<file path="config.mk">
export PLATFORM = sky130hd
export DESIGN_NAME = gpio_port
export DESIGN_NICKNAME = d
export VERILOG_FILES = /design/src/rtl/gpio_pkg.sv /design/src/rtl/gpio_debounce.sv /design/src/rtl/gpio_port.sv
export SDC_FILE = /design/constraint.sdc
export NUM_CORES = 1
export LEC_CHECK = 0
export CORE_ASPECT_RATIO = 0.8
export CORE_MARGIN = 4
export CORE_UTILIZATION = 31
export CTS_CLUSTER_DIAMETER = 80
export DETAILED_ROUTE_END_ITERATION = 7
export PLACE_DENSITY = 0.76
export SYNTH_ARGS = -nofsm -noshare
export SYNTH_HDL_FRONTEND = slang
export SYNTH_SLANG_ARGS = --single-unit
export TNS_END_PERCENT = 1
</file>
<file path="constraint.sdc">
create_clock -name clk -period 1.7 [get_ports clk]
set_input_delay 0.34 -clock clk [delete_from_list [all_inputs] [get_ports clk]]
set_output_delay 0.34 -clock clk [all_outputs]
set_load 0.05 [all_outputs]
</file>
<file path="src/rtl/gpio_pkg.sv">
// gpio_pkg: GPIO register addresses and the input debouncer state encoding.
package gpio_pkg;

  localparam logic [31:0] GPIO_OUT_ADDR = 32'h1001_0024;
  localparam logic [31:0] GPIO_IN_ADDR  = 32'h1001_0028;

  typedef enum logic {
    IDLE  = 1'b0,
    COUNT = 1'b1
  } db_state_e;

endpackage

</file>
<file path="src/rtl/gpio_debounce.sv">
// gpio_debounce: 2-flop synchronizer, optional debounce FSM, committed input
// register and a combinational change event that is high in the cycle whose
// closing edge updates in_reg.
// Build option: GPIO_DEBOUNCE_EN selects the debounce FSM; without it in_reg
// follows the synchronizer output directly.
module gpio_debounce
  import gpio_pkg::*;
#(
  parameter int unsigned IN_WIDTH        = 8,
  parameter int unsigned DEBOUNCE_CYCLES = 4
) (
  input  logic                clk,
  input  logic                reset,
  input  logic [IN_WIDTH-1:0] pins_i,
  output logic [IN_WIDTH-1:0] in_reg_o,
  output logic                change_o
);

  logic [IN_WIDTH-1:0] sync1_q, sync2_q;
  logic [IN_WIDTH-1:0] in_q, in_d;
  logic                change;

  // Two-stage synchronizer for the asynchronous pins.
  always_ff @(posedge clk) begin
    if (reset) begin
      sync1_q <= '0;
      sync2_q <= '0;
    end else begin
      sync1_q <= pins_i;
      sync2_q <= sync1_q;
    end
  end

`ifdef GPIO_DEBOUNCE_EN
  localparam int unsigned CW = $clog2(DEBOUNCE_CYCLES);
  localparam logic [CW-1:0] CNT_LAST = CW'(DEBOUNCE_CYCLES - 1);

  if (DEBOUNCE_CYCLES < 2) begin : g_bad_cfg
    $error("gpio_debounce: DEBOUNCE_CYCLES must be at least 2");
  end

  db_state_e           state_q, state_d;
  logic [IN_WIDTH-1:0] cand_q, cand_d;
  logic [CW-1:0]       cnt_q, cnt_d;

  // Debouncer state, candidate and sample counter registers.
  always_ff @(posedge clk) begin
    if (reset) begin
      state_q <= IDLE;
      cand_q  <= '0;
      cnt_q   <= '0;
    end else begin
      state_q <= state_d;
      cand_q  <= cand_d;
      cnt_q   <= cnt_d;
    end
  end

  // Debouncer next state: the IDLE sample counts as the first equal sample.
  always_comb begin
    state_d = state_q;
    cand_d  = cand_q;
    cnt_d   = cnt_q;
    in_d    = in_q;
    change  = 1'b0;
    case (state_q)
      IDLE: begin
        if (sync2_q != in_q) begin
          state_d = COUNT;
          cand_d  = sync2_q;
          cnt_d   = CW'(1);
        end
      end
      COUNT: begin
        if (sync2_q == cand_q) begin
          if (cnt_q == CNT_LAST) begin
            in_d    = cand_q;
            change  = 1'b1;
            state_d = IDLE;
          end else begin
            cnt_d = cnt_q + 1'b1;
          end
        end else if (sync2_q == in_q) begin
          state_d = IDLE;
        end else begin
          cand_d = sync2_q;
          cnt_d  = CW'(1);
        end
      end
      default: state_d = IDLE;
    endcase
  end
`else
  localparam int unsigned unused_debounce_cycles = DEBOUNCE_CYCLES;

  // Without debounce the committed value tracks the synchronizer every cycle.
  always_comb begin
    in_d   = sync2_q;
    change = (sync2_q != in_q);
  end
`endif

  // Committed input register.
  always_ff @(posedge clk) begin
    if (reset) in_q <= '0;
    else       in_q <= in_d;
  end

  assign in_reg_o = in_q;
  assign change_o = change;

endmodule

</file>
<file path="src/rtl/gpio_port.sv">
// gpio_port: memory-mapped GPIO with registered outputs, synchronized and
// debounced inputs, and a level interrupt on committed input change.
// Build option: GPIO_DEBOUNCE_EN enables the input debouncer.
module gpio_port
  import gpio_pkg::*;
#(
  parameter int unsigned DATA_WIDTH      = 32,
  parameter int unsigned IN_WIDTH        = 8,
  parameter int unsigned OUT_WIDTH       = 8,
  parameter int unsigned DEBOUNCE_CYCLES = 4
) (
  input  logic                  clk,
  input  logic                  reset,
  input  logic [DATA_WIDTH-1:0] GPIO_Address,
  input  logic [DATA_WIDTH-1:0] GPIO_WriteData,
  input  logic                  GPIO_MemWrite,
  output logic [DATA_WIDTH-1:0] GPIO_ReadData,
  input  logic [IN_WIDTH-1:0]   gpio_in,
  output logic [OUT_WIDTH-1:0]  gpio_out,
  output logic                  gpio_irq
);

  if (IN_WIDTH > DATA_WIDTH || OUT_WIDTH > DATA_WIDTH) begin : g_bad_cfg
    $error("gpio_port: pin widths must not exceed DATA_WIDTH");
  end

  logic                 sel_out, sel_in;
  logic [OUT_WIDTH-1:0] out_q, out_d;
  logic                 irq_q, irq_d;
  logic [IN_WIDTH-1:0]  in_reg;
  logic                 change;
  logic                 unused_wdata;

  assign sel_out      = (GPIO_Address == DATA_WIDTH'(GPIO_OUT_ADDR));
  assign sel_in       = (GPIO_Address == DATA_WIDTH'(GPIO_IN_ADDR));
  assign unused_wdata = ^GPIO_WriteData;

  gpio_debounce #(
    .IN_WIDTH        (IN_WIDTH),
    .DEBOUNCE_CYCLES (DEBOUNCE_CYCLES)
  ) u_debounce (
    .clk      (clk),
    .reset    (reset),
    .pins_i   (gpio_in),
    .in_reg_o (in_reg),
    .change_o (change)
  );

  // Store decode: OUT loads the pin register, IN clears the interrupt; a
  // change event in the same cycle overrides the clear.
  always_comb begin
    out_d = out_q;
    irq_d = irq_q;
    if (GPIO_MemWrite && sel_out) out_d = GPIO_WriteData[OUT_WIDTH-1:0];
    if (GPIO_MemWrite && sel_in)  irq_d = 1'b0;
    if (change)                   irq_d = 1'b1;
  end

  // Output pin and interrupt-pending registers.
  always_ff @(posedge clk) begin
    if (reset) begin
      out_q <= '0;
      irq_q <= 1'b0;
    end else begin
      out_q <= out_d;
      irq_q <= irq_d;
    end
  end

  // Combinational load mux, zero-extended, no side effects.
  always_comb begin
    GPIO_ReadData = '0;
    if (sel_out)     GPIO_ReadData = DATA_WIDTH'(out_q);
    else if (sel_in) GPIO_ReadData = DATA_WIDTH'(in_reg);
  end

  assign gpio_out = out_q;
  assign gpio_irq = irq_q;

endmodule

</file>
==> metrics.sh, run 1 <==
POST_DP_CELL_AREA_UM2=2557
CLK_PIN_SLEW_WORST_PATHS_NS=0.06
FINALPOWER_W=0.001752
STANDBY_LEAKAGE_POWER_nW=1.168
CTS.SINKS=33
ANTENNA_CELLS=0
CRIT_PATH_START='GPIO_Address[14]'
CP_COMMON_CELL='sky130_fd_sc_hd__buf_12'
TIMING.HOLD.WORST.START='u_debounce.sync1_q[1]'
POWER.SWITCHING_FRACTION=0.2984
GP_CONGESTION=0.7056
FINAL_ROUTED_WIRELENGTH_ACROSS_ALL_METAL_LAYERS_UM=4572
CLOCK-SKEW-FINAL_NS=0.006650
H-TREE-DEPTH=2
FINAL-SEQ-AREA_UM2=660.6
IR_DROP_V=0.0004554
CRITICAL_PATH.TOP_DELAY_FAMILY='simple AND/OR/NAND/NOR gates'
DETAILEDPLACEMENTHPWL_UM=3151
WORST_PATH_SETUP_SLACK_AFTER_ROUTING_NS=-0.3106
WORSTPATHMAXFANOUT=8
SYNTHESIS.INSTANCES=167
MULTI_INPUT_COMB_AREA_UM2=1122
GRT_SETUP_UNREPAIRED='true'
SEQ_AREA_FRAC_SYNTH=0.4031
WORST_SETUP_PATH_START_KIND='input port'
GRT_OVERFLOW=0
LEADING_CELL_TYPE_IN_THE_LAYOUT_FILL_AND_TAPS_EXCLUDED='sky130_fd_sc_hd__dfxtp_1'
POST_SYNTH_NUM_CELL_TYPES=23
TRITONCTS_CLOCK_TREE='done'
CRIT-REG2REG-LAUNCH='u_debounce.in_reg_o[4]'
YOSYSTOPAREACELL='sky130_fd_sc_hd__dfxtp_1'
FLOORPLAN.CORE_AREA_UM2=5065
VIOLATIONS='setup timing'
CRIT_TYPE='in -> out'
DESIGN.PORTCOUNT=116
CLK-INSERTION-DELAY-LATE_NS=0.29
SYNTH_LARGEST_TYPE_AREA_FRACTION=0.4031
HP-CLASS='reg -> reg'
LAYOUT.NETS=329
GRT_PASS1_WL_UM=6644
DETAILEDROUTE.FIRSTPASSITERATIONCOUNT=3
MAX_FREQ_MHz=497.4
CRIT_PATH_CELL_TRACE='buf_6 -> nor4_4 -> and4_4 -> buf_12 -> nand3_4 -> a21oi_4 -> buf_12'
SYNTHESIS.YOSYS.WARNINGS=0
AREA_GROWTH_SYN_TO_LAYOUT_PCT=78.09
WORSTPATHREQUIRED_NS=1.36
SYNTHESIZED_AREA_PER_CELL_UM2=9.815
FINALCRITICALPERIOD_NS=2.011
CTS_MAX_PATH_BUFFERS=2
GRT.TOTAL_USAGE=0.1352
POST_ROUTE_CELLS_DRIVE_ABOVE_1_SHARE=0.3804
FP.DIEAREA_UM2=6522
OUTCOME='finished, violations left'
POWER_FRAC_SEQ=0.464
NUMBER_OF_ANTENNA_VIOLATIONS_AT_THE_FIRST_CHECK_IN_GLOBAL_ROUTING=0
TOP_LIBRARY_CELLS_BY_USAGE_IN_THE_LAYOUT_FILL_AND_TAPS_ASIDE='sky130_fd_sc_hd__dfxtp_1 (33), sky130_fd_sc_hd__nor2b_1 (24), sky130_fd_sc_hd__conb_1 (24)'
INITIAL_CORE_UTIL=0.3236
DP.CELLS=296
CP_SLOWEST_CELL='sky130_fd_sc_hd__and4_4'
P_INT_W=0.001229
POST_LAYOUT_CELL_COUNT=317
GRT_PASS1_VIAS=1416
FLOORPLAN.DIE.HEIGHT_UM=73.04
WORST_HOLD_SLACK_NS=0.4370
GRT_MAX_DEGREE=42
ANT_NETS=0
TIMING.FINAL.MAX_SLEW_VIOLATIONS=0
TIMING.CRITICAL_PATH.TO_TYPE='primary output'
DRT_ITER0_MARKERS=42
TIMING.FINAL.HOLD_VIOLATIONS=0
COUNT_OF_FILL_CELLS_ADDED_DURING_FILLER_INSERTION=441
PWR-SHARE-COMB=0.207
SETUP-VIOLATIONS-FINAL=17
DRC_ERRORS=0
WORST_PATH_LARGEST_CELL_DELAY_NS=0.34
SEQ_CELLS_POST_SYNTH=33
ROWS=23
MAIN_AREA_CONTRIBUTORS_AFTER_SYNTHESIS='sky130_fd_sc_hd__dfxtp_1 (40%), sky130_fd_sc_hd__buf_4 (11%), sky130_fd_sc_hd__nor2b_1 (9.9%), sky130_fd_sc_hd__nand2b_1 (6.1%), sky130_fd_sc_hd__mux2i_1 (4.9%)'
CHIPWIDTH_UM=89.30
CTS_ROOT_BUFFER='sky130_fd_sc_hd__clkbuf_8'
POST_SYNTH_INSTANCE_AREA_UM2=1639
FINAL_DESIGN_AREA_EXCLUDING_FILLERS_UM2=2919
VIAS=1408
ROUTED_WIRE_LENGTH_PER_INSTANCE_UM=14.42
POWER.NET_SWITCHING_W=0.0005227
LAYOUT_WORST_PATH_CYCLE_SHARE=1.183
CRIT_BUF_INV=3
CLOCK_POWER_SHARE=0.329
CELLPOWERDENSITY_nW_PER_UM2=600.1
DRV.MAX_CAP_VIOLATION_COUNT=0
PORTBUFFERS=67
WORSTPATHARRIVAL_NS=1.67
NUMCTSBUFFERS=5
DRT-VIAS-PER-INSTANCE=4.442
==> layout make-up <==
cell class	instances	area share
multi-input combinational	122	0.3845
inverter	2	0.002572
tap	62	0.02658
clock inverter	3	0.006001
sequential	33	0.2263
timing repair buffer	90	0.3305
clock buffer	5	0.02357
==> power groups by stage <==
stage	logic [W]	clock network (W)	registers [W]
global placement	0.000346	0	0.000827
global route	0.000385	0.000634	0.000815
CTS	0.000347	0.000603	0.000811
detailed placement	0.000349	0	0.000828
floorplan	0.000228	0	0.000832
finish	0.000363	0.000576	0.000812
==> worst register-to-register path, cell delays in order (launching register included) <==
cell and delay (ns):
sky130_fd_sc_hd__dfxtp_1 0.34, sky130_fd_sc_hd__xor2_1 0.15, sky130_fd_sc_hd__nor4_1 0.36, sky130_fd_sc_hd__a31oi_1 0.12
==> routing by layer <==
layer,vias to the layer above,share of wire,global-route usage,wire length [um]
li1,684,-,-,-
met1,658,0.38,0.1505,1760
met2,61,0.48,0.2363,2178
met3,5,0.13,0.05079,582
met4,0,0.011,0.04463,51
met5,-,0,0,0
==> flip-flops by register name, summed over array words and instances (netlist names) <==
register / count
gpio_out: 8
u_debounce.in_d: 8
u_debounce.sync1_q: 8
gpio_irq: 1
u_debounce.in_reg_o: 8
==> cell usage after synthesis (all sizes together) <==
cell type / count
and4: 1
nor4b: 2
a31oi: 1
nor2: 1
and4bb: 1
inv: 2
buf: 27
o41ai: 1
nor2b: 26
clkbuf: 6
mux2i: 8
nand2b: 16
nor4: 7
dfxtp: 33
nand3: 16
xor2: 8
a21oi: 8
conb: 1
nand4: 2
==> what timing repair did <==
action	4_1_cts	5_1_grt
cloned	1	2
setup endpoints to repair	17	17
resized for setup	96	15
setup buffers	8	2
pin swaps	19	5
hold buffers	0	0
==> path summary, 6_finish.rpt <==
| check | endpoint | slack, ns | depth (start not counted) |
|---|---|---|---|
| worst min register to register | u_debounce.in_d[1] | 0.44 | 1 |
| worst max-delay path | GPIO_ReadData[6] | -0.31 | 7 |
| worst min-delay path | u_debounce.in_d[1] | 0.44 | 1 |
| worst max register to register | gpio_irq | 0.61 | 3 |
==> logic make-up after synthesis <==
| kind of cell | count (synthesis) | share of synthesized area |
|---|---|---|
| mux | 8 | 0.04886 |
| simple gates | 72 | 0.3229 |
| flops | 33 | 0.4031 |
| compound gates | 10 | 0.03359 |
| other cells | 1 | 0.002288 |
| buf+inv | 35 | 0.1466 |
| xor+xnor | 8 | 0.04275 |
==> through the flow <==
| step | setup TNS [ns] | setup WS, ns | utilization |
|---|---|---|---|
| 2_1_floorplan | -1.762 | -0.2075 | - |
| 3_3_place_gp | -8.493 | -0.6337 | 0.5049 |
| 3_5_place_dp | -9.018 | -0.6542 | 0.5049 |
| 4_1_cts | -2.661 | -0.2768 | 0.5608 |
| 5_1_grt | -5.078 | -0.3568 | 0.5763 |
| 6_report | -4.256 | -0.3106 | 0.5763 |
Power figures use the tool's default switching activity.
==> run 2, diff against run 1 <==
GPL_ROUTABILITY_DRIVEN = 0   (was not set)
==> results of run 2 <==
Same layout as run 1: the final DEF is identical, and so are final timing and power.
